--- src/rtl/serial_pkg.sv ---
// Shared types and helpers for the UART message transmitter.
package serial_pkg;

    typedef enum logic [1:0] {
        PARITY_NONE,
        PARITY_EVEN,
        PARITY_ODD
    } parity_t;

    typedef enum logic [1:0] {
        SEQ_IDLE,
        SEQ_SEND,
        SEQ_WAIT,
        SEQ_GAP
    } seq_state_t;

    typedef enum logic [2:0] {
        FR_IDLE,
        FR_START,
        FR_DATA,
        FR_PARITY,
        FR_STOP
    } frame_state_t;

    // Number of bit times in one UART frame (start + 8 data + parity + stop).
    function automatic int unsigned frame_bits(input parity_t parity, input int unsigned stop_bits);
        return 32'd9 + stop_bits + ((parity != PARITY_NONE) ? 32'd1 : 32'd0);
    endfunction

endpackage

--- src/rtl/uart_tx.sv ---
// Single-character UART frame serialiser: start, 8 data bits LSB first,
// optional parity, 1 or 2 stop bits. A start request arriving in the last
// stop-bit cycle chains the next frame with no idle cycle in between.
module uart_tx
    import serial_pkg::*;
#(
    parameter int unsigned CLOCKS_PER_BIT = 10,
    parameter parity_t     PARITY         = PARITY_NONE,
    parameter int unsigned STOP_BITS      = 1
) (
    input  logic       clk,
    input  logic       rst,
    input  logic       start,
    input  logic [7:0] din,
    output logic       tx,
    output logic       frame_busy,
    output logic       frame_done
);

    localparam int unsigned    CNT_W     = $clog2(CLOCKS_PER_BIT);
    localparam logic [CNT_W-1:0] CNT_LAST = CNT_W'(CLOCKS_PER_BIT - 1);
    localparam logic [2:0]     STOP_LAST = 3'(STOP_BITS - 1);
    localparam logic           PAR_INV   = (PARITY == PARITY_ODD);
    localparam logic           HAS_PAR   = (PARITY != PARITY_NONE);

    frame_state_t     state;
    logic [CNT_W-1:0] cnt;
    logic [2:0]       bit_cnt;
    logic [7:0]       shreg;
    logic             par;
    logic             bit_end;
    logic             accept;

    // Bit-time boundary, last-cycle-of-frame flag and start acceptance.
    assign bit_end    = (cnt == CNT_LAST);
    assign frame_done = (state == FR_STOP) && bit_end && (bit_cnt == STOP_LAST);
    assign frame_busy = (state != FR_IDLE);
    assign accept     = start && ((state == FR_IDLE) || frame_done);

    // Frame FSM with registered line output.
    always_ff @(posedge clk or negedge rst) begin
        if (!rst) begin
            state   <= FR_IDLE;
            cnt     <= '0;
            bit_cnt <= '0;
            shreg   <= '0;
            par     <= 1'b0;
            tx      <= 1'b1;
        end else if (accept) begin
            state   <= FR_START;
            cnt     <= '0;
            bit_cnt <= '0;
            shreg   <= din;
            par     <= (^din) ^ PAR_INV;
            tx      <= 1'b0;
        end else if (state != FR_IDLE) begin
            if (!bit_end) begin
                cnt <= cnt + CNT_W'(1);
            end else begin
                cnt <= '0;
                case (state)
                    FR_START: begin
                        state <= FR_DATA;
                        tx    <= shreg[0];
                    end
                    FR_DATA: begin
                        if (bit_cnt == 3'd7) begin
                            bit_cnt <= '0;
                            if (HAS_PAR) begin
                                state <= FR_PARITY;
                                tx    <= par;
                            end else begin
                                state <= FR_STOP;
                                tx    <= 1'b1;
                            end
                        end else begin
                            bit_cnt <= bit_cnt + 3'd1;
                            shreg   <= {1'b0, shreg[7:1]};
                            tx      <= shreg[1];
                        end
                    end
                    FR_PARITY: begin
                        state   <= FR_STOP;
                        bit_cnt <= '0;
                        tx      <= 1'b1;
                    end
                    FR_STOP: begin
                        if (bit_cnt == STOP_LAST) begin
                            state <= FR_IDLE;
                        end else begin
                            bit_cnt <= bit_cnt + 3'd1;
                        end
                    end
                    default: begin
                        state <= FR_IDLE;
                        tx    <= 1'b1;
                    end
                endcase
            end
        end
    end

endmodule

--- src/rtl/msg_tx.sv ---
// Message transmitter: on a trigger rising edge, sends MESSAGE one character
// per UART frame, with optional idle gap between characters and optional
// continuous repeat. Holds the edge detector, sequencer, gap counter and ROM.
module msg_tx
    import serial_pkg::*;
#(
    parameter int unsigned          CLOCKS_PER_BIT = 10,
    parameter int unsigned          MSG_LEN        = 12,
    parameter logic [8*MSG_LEN-1:0] MESSAGE        = "hello world\n",
    parameter parity_t              PARITY         = PARITY_NONE,
    parameter int unsigned          STOP_BITS      = 1,
    parameter int unsigned          GAP_BITS       = 0,
    localparam int unsigned         IDX_W          = (MSG_LEN > 1) ? $clog2(MSG_LEN) : 1
) (
    input  logic             clk,
    input  logic             rst,
    input  logic             trigger,
    input  logic             repeat_en,
    output logic             busy,
    output logic             tx,
    output logic [7:0]       data,
    output logic [IDX_W-1:0] index,
    output logic             done
);

    localparam int unsigned      GAP_CYC  = GAP_BITS * CLOCKS_PER_BIT;
    localparam int unsigned      GAP_W    = (GAP_CYC > 1) ? $clog2(GAP_CYC) : 1;
    localparam logic [GAP_W-1:0] GAP_LAST = GAP_W'(GAP_CYC - 1);
    localparam logic [IDX_W-1:0] IDX_LAST = IDX_W'(MSG_LEN - 1);
    localparam logic             HAS_GAP  = (GAP_CYC != 0);

    seq_state_t       state;
    logic             rst_meta;
    logic             rst_sync;
    logic             prev_trigger;
    logic             trig_edge;
    logic             last_char;
    logic             step;
    logic             start;
    logic [IDX_W-1:0] next_index;
    logic [7:0]       din;
    logic [GAP_W-1:0] gap_cnt;
    logic             frame_busy;
    logic             frame_done;

    // Character lookup; character 0 sits in the most significant byte.
    function automatic logic [7:0] char_at(input logic [IDX_W-1:0] i);
        logic [8*MSG_LEN-1:0] shifted;
        shifted = MESSAGE << (8 * i);
        return shifted[8*MSG_LEN-1 -: 8];
    endfunction

    // Reset asserts asynchronously and releases on a clock edge.
    always_ff @(posedge clk or negedge rst) begin
        if (!rst) begin
            {rst_sync, rst_meta} <= 2'b00;
        end else begin
            {rst_sync, rst_meta} <= {rst_meta, 1'b1};
        end
    end

    // Pass-step decode: a character slot (frame plus gap) ends this cycle.
    // Chained characters start straight from here so frames abut the gap.
    assign trig_edge  = trigger && !prev_trigger;
    assign last_char  = (index == IDX_LAST);
    assign step       = ((state == SEQ_WAIT) && frame_done && !HAS_GAP)
                     || ((state == SEQ_GAP) && (gap_cnt == GAP_LAST));
    assign start      = (state == SEQ_SEND) || (step && (!last_char || repeat_en));
    assign next_index = (state == SEQ_SEND) ? index
                      : (last_char ? '0 : index + IDX_W'(1));
    assign din        = char_at(next_index);
    assign data       = char_at(index);

    // Sequencer: edge detect, character stepping, gap timing, busy/done.
    always_ff @(posedge clk or negedge rst_sync) begin
        if (!rst_sync) begin
            state        <= SEQ_IDLE;
            prev_trigger <= 1'b0;
            index        <= '0;
            gap_cnt      <= '0;
            busy         <= 1'b0;
            done         <= 1'b0;
        end else begin
            prev_trigger <= trigger;
            done         <= 1'b0;
            case (state)
                SEQ_IDLE: begin
                    if (trig_edge && !frame_busy) begin
                        state <= SEQ_SEND;
                        index <= '0;
                    end
                end
                SEQ_SEND: begin
                    busy  <= 1'b1;
                    state <= SEQ_WAIT;
                end
                SEQ_WAIT: begin
                    if (frame_done && HAS_GAP) begin
                        state   <= SEQ_GAP;
                        gap_cnt <= '0;
                    end
                end
                SEQ_GAP: begin
                    if (gap_cnt != GAP_LAST) begin
                        gap_cnt <= gap_cnt + GAP_W'(1);
                    end
                end
                default: state <= SEQ_IDLE;
            endcase
            if (step) begin
                if (!last_char) begin
                    index <= index + IDX_W'(1);
                    state <= SEQ_WAIT;
                end else begin
                    done <= 1'b1;
                    if (repeat_en) begin
                        index <= '0;
                        state <= SEQ_WAIT;
                    end else begin
                        busy  <= 1'b0;
                        state <= SEQ_IDLE;
                    end
                end
            end
        end
    end

    // Frame serialiser.
    uart_tx #(
        .CLOCKS_PER_BIT (CLOCKS_PER_BIT),
        .PARITY         (PARITY),
        .STOP_BITS      (STOP_BITS)
    ) u_uart_tx (
        .clk        (clk),
        .rst        (rst_sync),
        .start      (start),
        .din        (din),
        .tx         (tx),
        .frame_busy (frame_busy),
        .frame_done (frame_done)
    );

endmodule

--- config.mk ---
export PLATFORM = sky130hd
export DESIGN_NAME = msg_tx
export DESIGN_NICKNAME = d
export VERILOG_FILES = /design/src/rtl/serial_pkg.sv /design/src/rtl/uart_tx.sv /design/src/rtl/msg_tx.sv
export SDC_FILE = /design/constraint.sdc
export NUM_CORES = 1
export LEC_CHECK = 0
export ABC_AREA = 1
export BUFFER_PORTS_ARGS = -buffer_cell sky130_fd_sc_hd__buf_2
export CORE_MARGIN = 5
export CORE_UTILIZATION = 33
export CTS_CLUSTER_SIZE = 8
export DETAILED_ROUTE_END_ITERATION = 8
export PLACE_DENSITY = 0.48
export SLEW_MARGIN = 15
export SYNTH_ARGS = -nofsm -noshare
export SYNTH_HDL_FRONTEND = slang
export SYNTH_SLANG_ARGS = --single-unit
--- constraint.sdc ---
create_clock -name clk -period 1.6 [get_ports clk]
set_input_delay 0.32 -clock clk [delete_from_list [all_inputs] [get_ports clk]]
set_output_delay 0.32 -clock clk [all_outputs]
set_load 0.02 [all_outputs]
* Word-level counts from Yosys, hierarchy flattened
Index checks and enable logic that the tools add are counted.
Cells by class: add/sub/neg operators 4, multipliers 0, div/mod/pow operators 0, magnitude comparators 0, equality and inequality tests 16, shift-type cells 2, muxes and demuxes 44, bitwise gates (word level) 0, reductions and logical operators 29
Operator list (number):
- << shifter 95 x 7 -> 96 bit, first input constant | 2
- two-way mux 4 bit | 10
- two-way mux 8 bit | 5
- two-way mux 3 bit | 10
- case mux 3 bit (4 select lines) | 1
- AND reduction 4 bit | 3
- two-way mux 1 bit | 11
- case mux 3 bit (3 select lines) | 1
- adder 4 x 1 -> 4 bit, second input constant | 2
- == test 4 bit, second input constant | 2
- logical AND 1 bit | 8
- two-way mux 2 bit | 4
- == test 3 x 2 -> 1 bit, second input constant | 2
- == test 3 bit, second input constant | 2
- zero test 3 bit | 2
- inequality test 3 x 2 -> 1 bit, second input constant | 2
- nonzero test 2 bit | 3
- nonzero test 3 bit | 2
- == test 2 bit, second input constant | 2
- logical OR 1 bit | 4
- inequality test 2 x 1 -> 1 bit, second input constant | 2
- case mux 2 bit (2 select lines) | 1
- nonzero test 4 bit | 1
- adder 3 x 1 -> 3 bit, second input constant | 1
- 10 further kinds | 12
Storage, ports and cells: bits in registers 31, bits in latches 0, RAM bits 0, memory bits (read-only) 0, input port bits 4, memories kept 0

* Logic depth before layout (Yosys ltp)
word-level depth 10, depth in mapped cells 14, mapped depth without buffers 14

* Cells and area by module
From an unflattened synthesis, not the netlist that was laid out.
Unflattened totals: cell total of the unflattened synthesis 310, area, all modules 2363.5 um2
Modules (own cells, without submodules):
- uart_tx | instances 1, cells each 165, area each 1272.5 um2, sequential area each 476.7 um2
- msg_tx | instances 1, cells each 145, area each 1091.0 um2, sequential area each 300.3 um2

* Least setup slack after synthesis
Ideal clock, no wire load.
kind flip-flop to flip-flop, from reg index[0], to reg u_uart_tx.shreg[5], arrival time 2006 ps, slack -472 ps, cell stages (with the launch flop) 13, buffers on the path 0, cells stage by stage dfrtp_1 > inv_1 > ha_1 > nand2_1 > nand2_1 > o21ai_0 > inv_1 > ha_1 > o21ai_0 > nand3_1 > nand2_1 > nand2_1 > nand2_1
Between the ends: longest elaborated chain between the ends 8
RTL lines:
- from (decl) | line msg_tx.sv:22 | output logic [IDX_W-1:0] index,
- from (signal assigned) | line msg_tx.sv:112 | index <= index + IDX_W'(1);
- parallel branches: the longest is 8 deep, another holds adder 4 x 1 -> 4 bit
- to (signal assigned) | line uart_tx.sv:53 | shreg <= din;
- to (signal assigned) | line uart_tx.sv:78 | shreg <= {1'b0, shreg[7:1]};
- to (decl) | line uart_tx.sv:29 | logic [7:0] shreg;
Parallel ways; which one is timed is not known. A chain may end at the register's enable or synchronous reset.

* Worst setup path in the final report
from reg index[1], to out data[3]
Between the ends: longest elaborated chain between the ends 1
RTL lines:
- << shifter 95 x 7 -> 96 bit | line msg_tx.sv:49 | shifted = MESSAGE << (8 * i);
- to (decl) | line msg_tx.sv:21 | output logic [7:0] data,
No other way between the ends.

==> impl_metrics.tcl <==
set metrics [dict create \
    path_clk_slew_ns 0.07 \
    syn_nets 286 \
    gr-total-overflow 0 \
    yosysTopAreaCell "dfrtp_1" \
    placed_area_sq_mm 0.002696 \
    vias 2016 \
    die_w_um 89.17 \
    seq_area_frac_synth_pct 36.36 \
    synthArstFlopShare_pct 100.0 \
    area_delta_synth_final_pct 52.81 \
    synth_cells 267 \
    start_util_pct 34.52 \
    drc_errors 0 \
    synth_area_sq_mm 0.002068 \
    dr.pass1.iters 4 \
    fin_total_pwr_w 0.001440 \
    cap_violations 0 \
    tritoncts "built" \
    grt_pass1_wl_um 9522 \
    crit_type "reg -> out" \
    ys.flop_type "dfrtp_1" \
    worstPathMaxFanout 2 \
    hold_violations 0 \
    p_sw_share_pct 22.46 \
    drive_gt1_share_pct 47.59 \
    final_min_period_over_clock_period_pct 114.6 \
    port-buffer-count 17 \
    die_area_sq_mm 0.007950 \
    grt_pass1_vias 1991 \
    synth_area_leaders "dfrtp_1, nand2_1, ha_1, inv_1, nand3_1" \
    switchingPower_w 0.0003234 \
    dp_hpwl_um 4089 \
    ir_drop_mv 0.3215 \
    antenna_found_initial 0 \
    p_per_area_mw_per_mm2 455.6 \
    yosysUniqueCellTypes 39 \
    grt_max_degree 15 \
    cts-root-buf "clkbuf_8" \
    htreeDepth 2 \
    setup_viol 26 \
    internal_power_w 0.001117 \
    finalWirelength_um 5434 \
    rsz0062_at_grt "yes" \
    synth-edff-count 0 \
    tns_ns -4.322 \
    viasPerCell 4.710 \
    status "complete, but fails checks" \
    clock_skew_ns 0.002875 \
    pwr-share-comb_pct 1.8 \
    yosys_warnings 0 \
    fp.dieH_um 89.17 \
    violations "negative setup slack" \
    layout.nets 371 \
    fp-row-count 28 \
    ctsLongestPathBuffers 2 \
    diodes 0 \
    finalWorstSetupSlack_ns -0.2328 \
    worst_setup_path_start_kind "flop" \
    gp_congestion 0.8910 \
    synth_top_area_share_pct 35.09 \
    hold_path_depth 1 \
    fillCellCount 556 \
    grt_usage_pct 15.50 \
    clk_latency_ns 0.28 \
    seqPwrFrac_pct 53.0 \
    drtAntennaViolNets 0 \
    endpoint_kind "output port" \
    cts_sinks 30 \
    worst_ep_arrival_time_ns 1.51 \
    r2r_cells 13 \
    wl_per_cell_um 12.70 \
    syn_area_per_cell_sq_um 7.746 \
    required_ns 1.28 \
    power_frac_clock_pct 45.2 \
    worstHoldPathType "in -> reg" \
    power.leakage_nw 1.558 \
    numCtsBuffers 5 \
    final.min_clock_period_ns 1.833 \
    io_pins 19 \
    fmax_mhz 545.6 \
    drt_iter0_markers 60 \
    fp.coreArea_sq_mm 0.005991 \
    slew_viol_final 0 \
    final_cell_area_sq_mm 0.003161 \
    synth-seq-cells 30 \
]
-- per-stage QoR --
| stage | hold WS [ns] | cells | utilization, % | setup slack, ns |
|---|---|---|---|---|
| 2_1_floorplan | 0.02441 | 267 | - | -0.1333 |
| 3_3_place_gp | 0.1078 | 408 | 45.01 | -0.2235 |
| 3_5_place_dp | 0.1071 | 408 | 45.01 | -0.2767 |
| 4_1_cts | 0.1506 | 425 | 50.33 | -0.2395 |
| 5_1_grt | 0.1465 | 428 | 52.76 | -0.3604 |
| 6_report | 0.1569 | 428 | 52.76 | -0.2328 |
-- power groups by stage --
stage	clock network [W]	logic [W]	registers (W)
after floorplan	0	0.00000413	0.000787
after global placement	0	0.0000263	0.000778
after detailed placement	0	0.0000265	0.000778
after CTS	0.000680	0.0000282	0.000763
after global routing	0.000721	0.0000315	0.000763
final	0.000650	0.0000263	0.000763
-- routing by layer --
| layer | vias to the layer above | global-route usage, % | wire length (um) |
|---|---|---|---|
| met1 | 934 | 21.79 | 2659 |
| li1 | 1048 | - | - |
| met2 | 26 | 23.84 | 2521 |
| met5 | - | 0 | 0 |
| met4 | 0 | 5.413 | 103 |
| met3 | 8 | 2.857 | 149 |
-- area by class of cell --
class | count | area [sq um] | area share [%]
Clock buffer | 7 | 86.33 | 2.732
Multi-Input combinational cell | 191 | 1380 | 43.67
Tap cell | 75 | 93.84 | 2.969
Inverter | 41 | 171.4 | 5.424
Timing Repair Buffer | 83 | 668.1 | 21.14
Clock inverter | 1 | 5.005 | 0.1584
Sequential cell | 30 | 755.7 | 23.91
-- critical path, cell delays in order (launching register included) --
cell	delay, ns
dfrtp_2	0.42
inv_2	0.09
buf_6	0.11
ha_4	0.13
inv_4	0.04
buf_6	0.11
o21ai_2	0.09
o22ai_1	0.07
buf_4	0.16
-- Yosys cell counts (2+ instances only) --
master,n
xor2_1,2
buf_6,2
nand3_2,3
o31ai_1,4
nand3_1,26
ha_1,15
inv_2,4
inv_1,35
dfrtp_1,29
o311ai_1,2
o22ai_1,4
o211ai_1,6
o21ai_1,2
conb_1,2
o21ai_0,15
a21oi_1,4
nor2_2,3
nor2_1,17
o21ai_2,3
o311ai_0,2
nand2_1,69
-- layout by cell type (no fill, tap or decap), types with 2 or more instances in the layout --
master	instances
nand2_1	56
buf_4	54
dfrtp_1	26
inv_1	22
nand3_1	22
buf_6	18
nor2_1	15
inv_2	12
o21ai_2	10
nand2_2	10
buf_2	10
o21ai_1	6
o211ai_1	6
ha_4	6
ha_1	6
clkbuf_8	6
inv_4	5
nand3_2	5
nand2_4	5
nor2_2	4
o31ai_1	4
nand3_4	3
o22ai_1	3
a21oi_1	3
o311ai_1	3
ha_2	3
dfrtp_2	3
o21ai_4	2
nor2_4	2
o21ai_0	2
xor2_1	2
conb_1	2
-- sequential cells by signal (all words and copies together) (netlist names) --
name and count:
gap_cnt 1, u_uart_tx.tx 1, busy 1, u_uart_tx.cnt 4
u_uart_tx.shreg 7, u_uart_tx.bit_cnt 3, rst_sync 1, prev_trigger 1
done 1, rst_meta 1, index 4, u_uart_tx.state 3
state 2
-- worst paths after layout --
kind	from	endpoint	slack (ns)
max	index[1]$_DFF_PN0_	data[3]	-0.23
min	trigger	prev_trigger$_DFF_PN0_	0.16
max reg2reg	index[0]$_DFF_PN0_	u_uart_tx.shreg[5]$_DFFE_PN0P_	-0.22
min reg2reg	rst_sync$_DFF_PN0_	u_uart_tx.shreg[6]$_DFFE_PN0P_	0.20
max in group asynchronous	rst_sync$_DFF_PN0_	u_uart_tx.tx$_DFFE_PN1P_	1.12
min in group asynchronous	rst_sync$_DFF_PN0_	u_uart_tx.shreg[6]$_DFFE_PN0P_	0.20
-- cells by family after synthesis --
logic type	count (synthesis)	share of synthesized area (%)
buffers and inverters	47	10.41
XOR/XNOR	2	0.8471
other	2	0.3631
flip-flops	30	36.36
AND/OR/NAND/NOR	125	28.13
AO/OA/AOI/OAI	46	14.82
adder cells (fa/ha/maj)	15	9.074
-- timing repair --
action / CTS / global route
resized for setup: 50 / 33
hold buffers: 1 / 0
gates cloned: 1 / 0
endpoints found under the setup margin: 31 / 32
endpoints found under the hold margin: 2 / 0
setup buffers: 8 / 4
pin swaps: 23 / 18
(Power assumes the default switching activity.)
